[src/rtl/ay_pkg.sv]
// Shared definitions for the AY-3-8910 bus sequencer.
//   ay_cmd_e   : PSG bus commands, encoded as {bdir, bc1} (BC2 tied high)
//   ay_state_e : sequencer phases IDLE -> ADDR -> GAP1 -> XFER -> GAP2
//   AY_T_*_DEF : default phase lengths in clock cycles
//   ay_max3    : helper used to size the phase timer
package ay_pkg;

  typedef enum logic [1:0] {
    CMD_INACT = 2'b00,
    CMD_RDPSG = 2'b01,
    CMD_WRPSG = 2'b10,
    CMD_LADDR = 2'b11
  } ay_cmd_e;

  typedef enum logic [2:0] {
    ST_IDLE,
    ST_ADDR,
    ST_GAP1,
    ST_XFER,
    ST_GAP2
  } ay_state_e;

  localparam int unsigned AY_T_ADDR_DEF = 4;
  localparam int unsigned AY_T_XFER_DEF = 4;
  localparam int unsigned AY_T_GAP_DEF  = 2;

  function automatic int unsigned ay_max3(input int unsigned a,
                                          input int unsigned b,
                                          input int unsigned c);
    int unsigned m;
    m = a;
    if (b > m) m = b;
    if (c > m) m = c;
    return m;
  endfunction

endpackage

[src/rtl/ay_phase_timer.sv]
// Loadable down-counter timing one sequencer phase.
//   clk      : rising-edge clock
//   reset    : asynchronous active-high reset (count cleared)
//   load     : reload count with load_val this cycle
//   load_val : phase length in cycles (>= 1)
//   done     : high while the final cycle of the phase is in progress
module ay_phase_timer #(
  parameter int unsigned WIDTH = 3
) (
  input  logic             clk,
  input  logic             reset,
  input  logic             load,
  input  logic [WIDTH-1:0] load_val,
  output logic             done
);

  logic [WIDTH-1:0] count;

  // Count parks at zero between phases so done stays low while idle.
  always_ff @(posedge clk or posedge reset) begin
    if (reset) begin
      count <= '0;
    end else if (load) begin
      count <= load_val;
    end else if (count != '0) begin
      count <= count - 1'b1;
    end
  end

  assign done = (count == WIDTH'(1));

endmodule

[src/rtl/ay_bus_sequencer.sv]
// AY-3-8910 PSG register access sequencer (BDIR/BC1 command pins, BC2 high).
// A host read/write request is turned into LADDR, INACT gap, WRPSG/RDPSG,
// INACT gap, with each phase length set by T_ADDR / T_XFER / T_GAP.
//
// Ports:
//   clk, reset            : clock, asynchronous active-high reset
//   req_valid / req_ready : request handshake (ready only in IDLE)
//   req_write, req_addr, req_data : request fields, captured at acceptance
//   rsp_valid / rsp_data  : one-cycle read-data pulse, data held until next read
//   busy                  : high whenever not IDLE
//   ay_bdir, ay_bc1       : PSG command pins
//   ay_da_out, ay_da_oe   : DA bus drive value and enable
//   ay_da_in              : DA bus sampled value
//
// Build option: define AY_READ_EN to build the RDPSG read path. Without it
// a read request causes no bus activity and answers 8'hFF one cycle after
// acceptance; ay_da_in is then unused.
module ay_bus_sequencer
  import ay_pkg::*;
#(
  parameter int unsigned T_ADDR = AY_T_ADDR_DEF,
  parameter int unsigned T_XFER = AY_T_XFER_DEF,
  parameter int unsigned T_GAP  = AY_T_GAP_DEF
) (
  input  logic       clk,
  input  logic       reset,
  input  logic       req_valid,
  output logic       req_ready,
  input  logic       req_write,
  input  logic [3:0] req_addr,
  input  logic [7:0] req_data,
  output logic       rsp_valid,
  output logic [7:0] rsp_data,
  output logic       busy,
  output logic       ay_bdir,
  output logic       ay_bc1,
  output logic [7:0] ay_da_out,
  output logic       ay_da_oe,
  input  logic [7:0] ay_da_in
);

  // Wide enough to hold the longest phase length itself.
  localparam int unsigned TW = $clog2(ay_max3(T_ADDR, T_XFER, T_GAP) + 1);

  ay_state_e   state;
  ay_cmd_e     cmd_q;
  logic        op_write;
  logic [3:0]  op_addr;
  logic [7:0]  op_data;

  logic          tmr_load;
  logic [TW-1:0] tmr_val;
  logic          tmr_done;
  logic          accept;

  assign accept = req_valid && req_ready;
  assign {ay_bdir, ay_bc1} = cmd_q;

`ifndef AY_READ_EN
  logic unused_da_in;
  assign unused_da_in = ^ay_da_in;
`endif

  ay_phase_timer #(
    .WIDTH (TW)
  ) u_timer (
    .clk      (clk),
    .reset    (reset),
    .load     (tmr_load),
    .load_val (tmr_val),
    .done     (tmr_done)
  );

  // Timer is reloaded with the next phase length on every state change.
  always_comb begin
    tmr_load = 1'b0;
    tmr_val  = TW'(T_ADDR);
    case (state)
      ST_IDLE: begin
        if (accept) begin
          tmr_load = 1'b1;
`ifndef AY_READ_EN
          if (!req_write) tmr_val = TW'(1);
`endif
        end
      end
      ST_ADDR: begin
        if (tmr_done) begin
          tmr_load = 1'b1;
          tmr_val  = TW'(T_GAP);
        end
      end
      ST_GAP1: begin
        if (tmr_done) begin
          tmr_load = 1'b1;
          tmr_val  = TW'(T_XFER);
        end
      end
      ST_XFER: begin
        if (tmr_done) begin
          tmr_load = 1'b1;
          tmr_val  = TW'(T_GAP);
        end
      end
      default: ;
    endcase
  end

  // Pin values are computed on the transition into each state so every
  // output comes straight from a flop.
  always_ff @(posedge clk or posedge reset) begin
    if (reset) begin
      state     <= ST_IDLE;
      cmd_q     <= CMD_INACT;
      ay_da_out <= '0;
      ay_da_oe  <= 1'b0;
      req_ready <= 1'b1;
      busy      <= 1'b0;
      rsp_valid <= 1'b0;
      rsp_data  <= '0;
      op_write  <= 1'b0;
      op_addr   <= '0;
      op_data   <= '0;
    end else begin
      rsp_valid <= 1'b0;
      case (state)
        ST_IDLE: begin
          if (accept) begin
            op_write  <= req_write;
            op_addr   <= req_addr;
            op_data   <= req_data;
            req_ready <= 1'b0;
            busy      <= 1'b1;
`ifndef AY_READ_EN
            if (!req_write) begin
              // Reads are not built: answer immediately, pins stay INACT,
              // and a one-cycle GAP2 stands in for the idle-ready delay.
              state     <= ST_GAP2;
              rsp_valid <= 1'b1;
              rsp_data  <= 8'hFF;
            end else
`endif
            begin
              state     <= ST_ADDR;
              cmd_q     <= CMD_LADDR;
              ay_da_out <= {4'b0000, req_addr};
              ay_da_oe  <= 1'b1;
            end
          end
        end
        ST_ADDR: begin
          if (tmr_done) begin
            state     <= ST_GAP1;
            cmd_q     <= CMD_INACT;
            ay_da_out <= '0;
            ay_da_oe  <= 1'b0;
          end
        end
        ST_GAP1: begin
          if (tmr_done) begin
            state <= ST_XFER;
            if (op_write) begin
              cmd_q     <= CMD_WRPSG;
              ay_da_out <= op_data;
              ay_da_oe  <= 1'b1;
            end else begin
`ifdef AY_READ_EN
              cmd_q <= CMD_RDPSG;
`endif
            end
          end
        end
        ST_XFER: begin
          if (tmr_done) begin
            state     <= ST_GAP2;
            cmd_q     <= CMD_INACT;
            ay_da_out <= '0;
            ay_da_oe  <= 1'b0;
`ifdef AY_READ_EN
            if (!op_write) begin
              rsp_data  <= ay_da_in;
              rsp_valid <= 1'b1;
            end
`endif
          end
        end
        ST_GAP2: begin
          if (tmr_done) begin
            state     <= ST_IDLE;
            req_ready <= 1'b1;
            busy      <= 1'b0;
          end
        end
        default: begin
          state     <= ST_IDLE;
          cmd_q     <= CMD_INACT;
          ay_da_oe  <= 1'b0;
          req_ready <= 1'b1;
          busy      <= 1'b0;
        end
      endcase
    end
  end

endmodule
[config.mk]
export PLATFORM = sky130hd
export DESIGN_NAME = ay_bus_sequencer
export DESIGN_NICKNAME = d
export VERILOG_FILES = /design/src/rtl/ay_pkg.sv /design/src/rtl/ay_phase_timer.sv /design/src/rtl/ay_bus_sequencer.sv
export SDC_FILE = /design/constraint.sdc
export NUM_CORES = 1
export LEC_CHECK = 0
export BUFFER_PORTS_ARGS = -buffer_cell sky130_fd_sc_hd__buf_2
export CAP_MARGIN = 0
export CORE_AREA = 2 2 82 45
export CTS_CLUSTER_DIAMETER = 30
export DETAILED_ROUTE_END_ITERATION = 10
export DIE_AREA = 0 0 84 47
export PLACE_DENSITY = 0.76
export SKIP_CTS_REPAIR_TIMING = 1
export SYNTH_ARGS = -nofsm -noshare
export SYNTH_HDL_FRONTEND = slang
export SYNTH_SLANG_ARGS = --single-unit
[constraint.sdc]
create_clock -name clk -period 1.9 [get_ports clk]
set_clock_uncertainty 0.05 [all_clocks]
set_input_delay 0.095 -clock clk [delete_from_list [all_inputs] [get_ports clk]]
set_output_delay 0.095 -clock clk [all_outputs]
set_load 0.02 [all_outputs]
# [Word-level counts from Yosys, hierarchy flattened]
# Cells that the tools add are included.
[op_classes] eq_ne=13 n_mux=42 add_sub_neg=1 bitwise=3 n_reduce_logical=13
[ops] cell="$mux 8" n=5
[ops] cell="$mux 3" n=11
[ops] cell="$pmux 8 s3" n=1
[ops] cell="$pmux 3 s5" n=1
[ops] cell="$ne 2x2->1 const B" n=7
[ops] cell="$mux 1" n=13
[ops] cell="$reduce_and 6->1" n=2
[ops] cell="$mux 2" n=5
[ops] cell="$pmux 2 s4" n=1
[ops] cell="$eq 3x1->1 const B" n=2
[ops] cell="$eq 3x2->1 const B" n=2
[ops] cell="$pmux 1 s3" n=2
[ops] cell="$pmux 3 s2" n=1
[ops] cell="$reduce_and 3->1" n=2
[ops] cell="$reduce_bool 3->1" n=2
[ops] cell="$reduce_and 5->1" n=1
[ops] cell="$pmux 1 s4" n=1
[ops] cell="$eq 3x3->1 const B" n=1
[ops] cell="$logic_not 3->1" n=1
[ops] cell="$not 1->1" n=3
[ops] cell="$reduce_or 3->1" n=1
[ops] cell="$sub 3x1->3 const B" n=1
[ops] cell="$ne 2x1->1 const B" n=1
[ops] cell="$pmux 1 s2" n=1
[ops] cell="4 further kinds" n=4
[word_totals] input_bits=24 wordCells=83 reg_bits=30 output_inout_bits=22

# [Logic depth before layout (Yosys ltp)]
[logic_depth] ltp_word=4 depth_mapped=6 depth_no_buf=6

# [Modules after synthesis]
# A second synthesis with hierarchy kept.
[hier_totals] hier_cells=144 hier_area_um2=1579.0
[modules_own_cells] module="ay_bus_sequencer" area_each_um2=1358.8 instances=1 cells_per_inst=121
[modules_own_cells] module="ay_phase_timer" area_each_um2=220.2 instances=1 cells_per_inst=23

# [Least setup slack after synthesis]
# Ideal clock, no wire load.
[synth_path] path_kind="register -> register" from="register req_ready" to="register ay_da_out[0]" stages_incl_launch_ff=5 arrival_ns=1.497 period_less_slack_ns=1.672 setup_time_ns=0.125 path_slack_ns=0.228 cell_sequence="dfstp_2 > nand2_1 > a21oi_1 > nand2_4 > mux2_4"
[synth_between] elab_chain_cells=3
[synth_lines] element="start, declared" line_no="ay_bus_sequencer.sv:28" text="output logic req_ready,"
[synth_lines] element="start signal, assigned" line_no="ay_bus_sequencer.sv:117" text="req_ready <= 1'b1;"
[synth_lines] element="start signal, assigned" line_no="ay_bus_sequencer.sv:132" text="req_ready <= 1'b0;"
[synth_lines] element="start signal, assigned" line_no="ay_bus_sequencer.sv:190" text="req_ready <= 1'b1;"
[synth_lines] element="$logic_and 1x1->1" line_no="ay_bus_sequencer.sv:56" text="assign accept = req_valid && req_ready;"
[synth_lines] element="$ne 2x2->1 (no line)"
[synth_lines] element="$reduce_and 6->1 (no line)"
[synth_lines] element="end signal, assigned" line_no="ay_bus_sequencer.sv:146" text="ay_da_out <= {4'b0000, req_addr};"
[synth_lines] element="end signal, assigned" line_no="ay_bus_sequencer.sv:164" text="ay_da_out <= op_data;"
[synth_lines] element="end, declared" line_no="ay_bus_sequencer.sv:37" text="output logic [7:0] ay_da_out,"
# No other way between the ends.
# A chain may end at the register's enable or synchronous reset.

# [Worst setup path after layout]
[layout_path] from="register u_timer.count[1]" to="register ay_da_out[3]"
[layout_between] elab_chain_cells=3
[layout_lines] element="start, declared" line_no="ay_phase_timer.sv:17" text="logic [WIDTH-1:0] count;"
[layout_lines] element="start signal, assigned" line_no="ay_phase_timer.sv:24" text="count <= load_val;"
[layout_lines] element="start signal, assigned" line_no="ay_phase_timer.sv:26" text="count <= count - 1'b1;"
[layout_lines] element="$eq 3x1->1 (*)" line_no="ay_phase_timer.sv:30" text="assign done = (count == WIDTH'(1));"
[layout_lines] element="$ne 2x2->1 (no line) / $ne 2x1->1 (equally long branches)"
[layout_lines] element="$reduce_and 6->1 (no line) (*)"
# Every way passes the cells marked *; elsewhere a longest branch is shown, timed or not.

==> impl_metrics.ini <==
[finish]
multi_input_area_sq_um = 722
regArea_sq_um = 727
diodes = 0
layout.cells.non_filler = 227
syn_to_final_growth_pct = 19.8
final_nets = 211
drive_gt1_share_pct = 36.2
nFillCells = 269

[synth]
synth-main-ff-cell = dfrtp_1
syn_area_sq_um = 1570
syn-mean-instance-area_sq_um = 11.0
yosysMostFrequentCell = dfrtp_1
ys_ff_latch = 29
yosys-top-cells-area = dfrtp_1, mux2_4, buf_4
syn-num-nets = 170
synthCells = 143
synth_seq_area_share_pct = 46.4
synth_top_cell_by_area = dfrtp_1
synth_async_sr_flop_share_pct = 100
ys_types = 39
synth-edff-count = 0
yosys_warnings = 0
ys_top_cells_by_count = dfrtp_1, a21oi_1, o21ai_0
netlist.area_leader.share_pct = 44.7

[drt]
vias = 1190
drt_iter0_markers = 41
avgViaCountPerCell = 5.24
post-route-drc-count = 0
drtAntennaViolNets = 0
dr.pass1.iters = 5
wl_um = 3350
wl_per_cell_um = 14.7

[die]
start_util_pct = 48.3
die_area_sq_um = 3950
dieWidth_um = 84
coreArea_sq_um = 3250
io_pins = 46
std_cell_rows = 15
die_y_um = 47

[power]
power_density_nw_per_um2 = 1760
power_frac_seq_pct = 33.0
total_power_w = 0.00330
clockPowerShare_pct = 14.6
switching_share_pct = 42.1
p_leak_nw = 0.944
ir_worst_vdd_v = 0.000784
p_int_w = 0.00191
net-switching-power_w = 0.00139
combPwrFrac_pct = 52.4

[setup_path]
critPathKind = flip-flop to flip-flop
crit_start = u_timer.count[1]$_DFFE_PP0P_
reg2reg_to = ay_da_out[3]$_DFFE_PP0P_
critical_path.startpoint_type = flip-flop
crit_arrival_ns = 1.92
r2r_slack_ns = 0.09
crit_required_ns = 2.01
end_kind = flip-flop
r2r_start = u_timer.count[1]$_DFFE_PP0P_
crit_path_end = ay_da_out[3]$_DFFE_PP0P_
cp_max_fo = 8
rr_worst_depth = 6

[sta]
hold_viol_final = 5
fmax_ghz = 0.553
post-route-period-util_pct = 95.2
slew_headroom_pct = 60.6
finalSetupTns_ns = 0
whs_ns = -0.00568
fin_crit_ns = 1.81
setup_violations = 0
grt_setup_unrepaired = no
drv_slew = 0
tightest_slew_ns = 0.590

[job]
cap_violations = 0

[placed_design]
portBuffers = 37
dp_cells = 215
dpl.hpwl_um = 2370
globalplace.congestion = 0.812

[global_routing]
antenna_found_initial = 0
grtUsageTotal_pct = 18.1
grt-ovfl-total = 0
grt_pass1_wl_um = 5260
grt_pass1_vias = 1158
grt_max_degree = 17

[clock_tree]
cts_root_buf = clkbuf_8
cts_buffers = 5
path_clk_slew_ns = 0.06
h-tree-depth = 2
cts_tree = yes
clock_path_buffers = 2
clk_latency_ns = 0.28
cts.sinks = 29

[outcome]
outcome = finished with violations
violations = hold timing

[min_path]
min_path_type = input pin to flip-flop
[how the worst min path moves through the flow]
| stage | end | startpoint | slack [ns] | cells past startpoint |
|---|---|---|---|---|
| floorplan | ay_da_oe$_DFFE_PP0P_ | reset | 0.12 | 1 |
| global placement | ay_da_out[0]$_DFFE_PP0P_ | reset | 0.12 | 2 |
| detailed placement | state[1]$_DFFE_PP0P_ | reset | 0.14 | 2 |
| CTS | ay_da_out[0]$_DFFE_PP0P_ | reset | -0.16 | 2 |
| global route | op_data[6]$_DFFE_PP0P_ | req_data[6] | 0.003 | 2 |
| finish | rsp_valid$_DFF_PP0_ | req_write | -0.006 | 2 |
[registers in the layout (all words and copies together), names as in the netlist]
name and flops:
ay_da_oe 1, ay_da_out 8, busy 1, cmd_q 1, op_data 8, op_write 1, req_ready 1, rsp_data 1
rsp_valid 1, state 3, u_timer.count 3
[metrics by stage]
step	instance area [sq um]	worst slack, ns	util, %
after CTS	1840	0.0840	56.6
after global routing	1880	0.0195	57.8
after detailed placement	1760	0.119	54.1
after floorplan	1570	0.228	-
after global placement	1760	0.156	54.1
final	1880	0.0912	57.8
[power groups by stage]
stage	Combinational, W	Clock (W)	Sequential [W]
2_1_floorplan	0.00127	0	0.00119
3_3_place_gp	0.00167	0	0.00107
3_5_place_dp	0.00173	0	0.00109
4_1_cts	0.00174	0.000490	0.00109
5_1_grt	0.00188	0.000522	0.00113
6_report	0.00173	0.000481	0.00109
[critical path: stages (launching register included)]
cell and delay (ns):
dfrtp_1 0.36, inv_1 0.11, ha_1 0.25, nand2b_1 0.15
o221ai_4 0.27, nand2_4 0.18, mux2_4 0.32
[cell usage in the layout (no fill, tap or decap), drive strengths merged, types with 5 or more instances in the layout]
master	n
buf	44
nor2	7
inv	5
mux2	17
nor2b	7
clkbuf	8
nand2	9
nand2b	5
a21oi	11
o21ai	9
dfrtp	28
[kinds of logic after synthesis]
logic type / count (synthesis) / synth area share (%)
compound gates: 31 / 13.2
mux: 17 / 14.1
flops: 29 / 46.4
buf+inv: 19 / 7.58
simple gates: 43 / 15.7
fa+ha+maj: 3 / 2.39
xor+xnor: 1 / 0.559
[routing by layer]
metal  GRT usage (%)  up-vias  wire [um]
li1                -      569          -
met1            22.6      580       1590
met2            30.6       39       1530
met3            5.98        2        218
met4            7.10        0         14
met5               0        -          0
[final cells by class]
class	instances	share of cell area, %
clock buffers	8	4.26
well taps	42	2.80
inverters	5	0.999
multi-input cells	95	38.4
repair buffers	48	14.8
flip-flops and latches	29	38.7
Note: power is estimated with default switching activity, not from simulation.
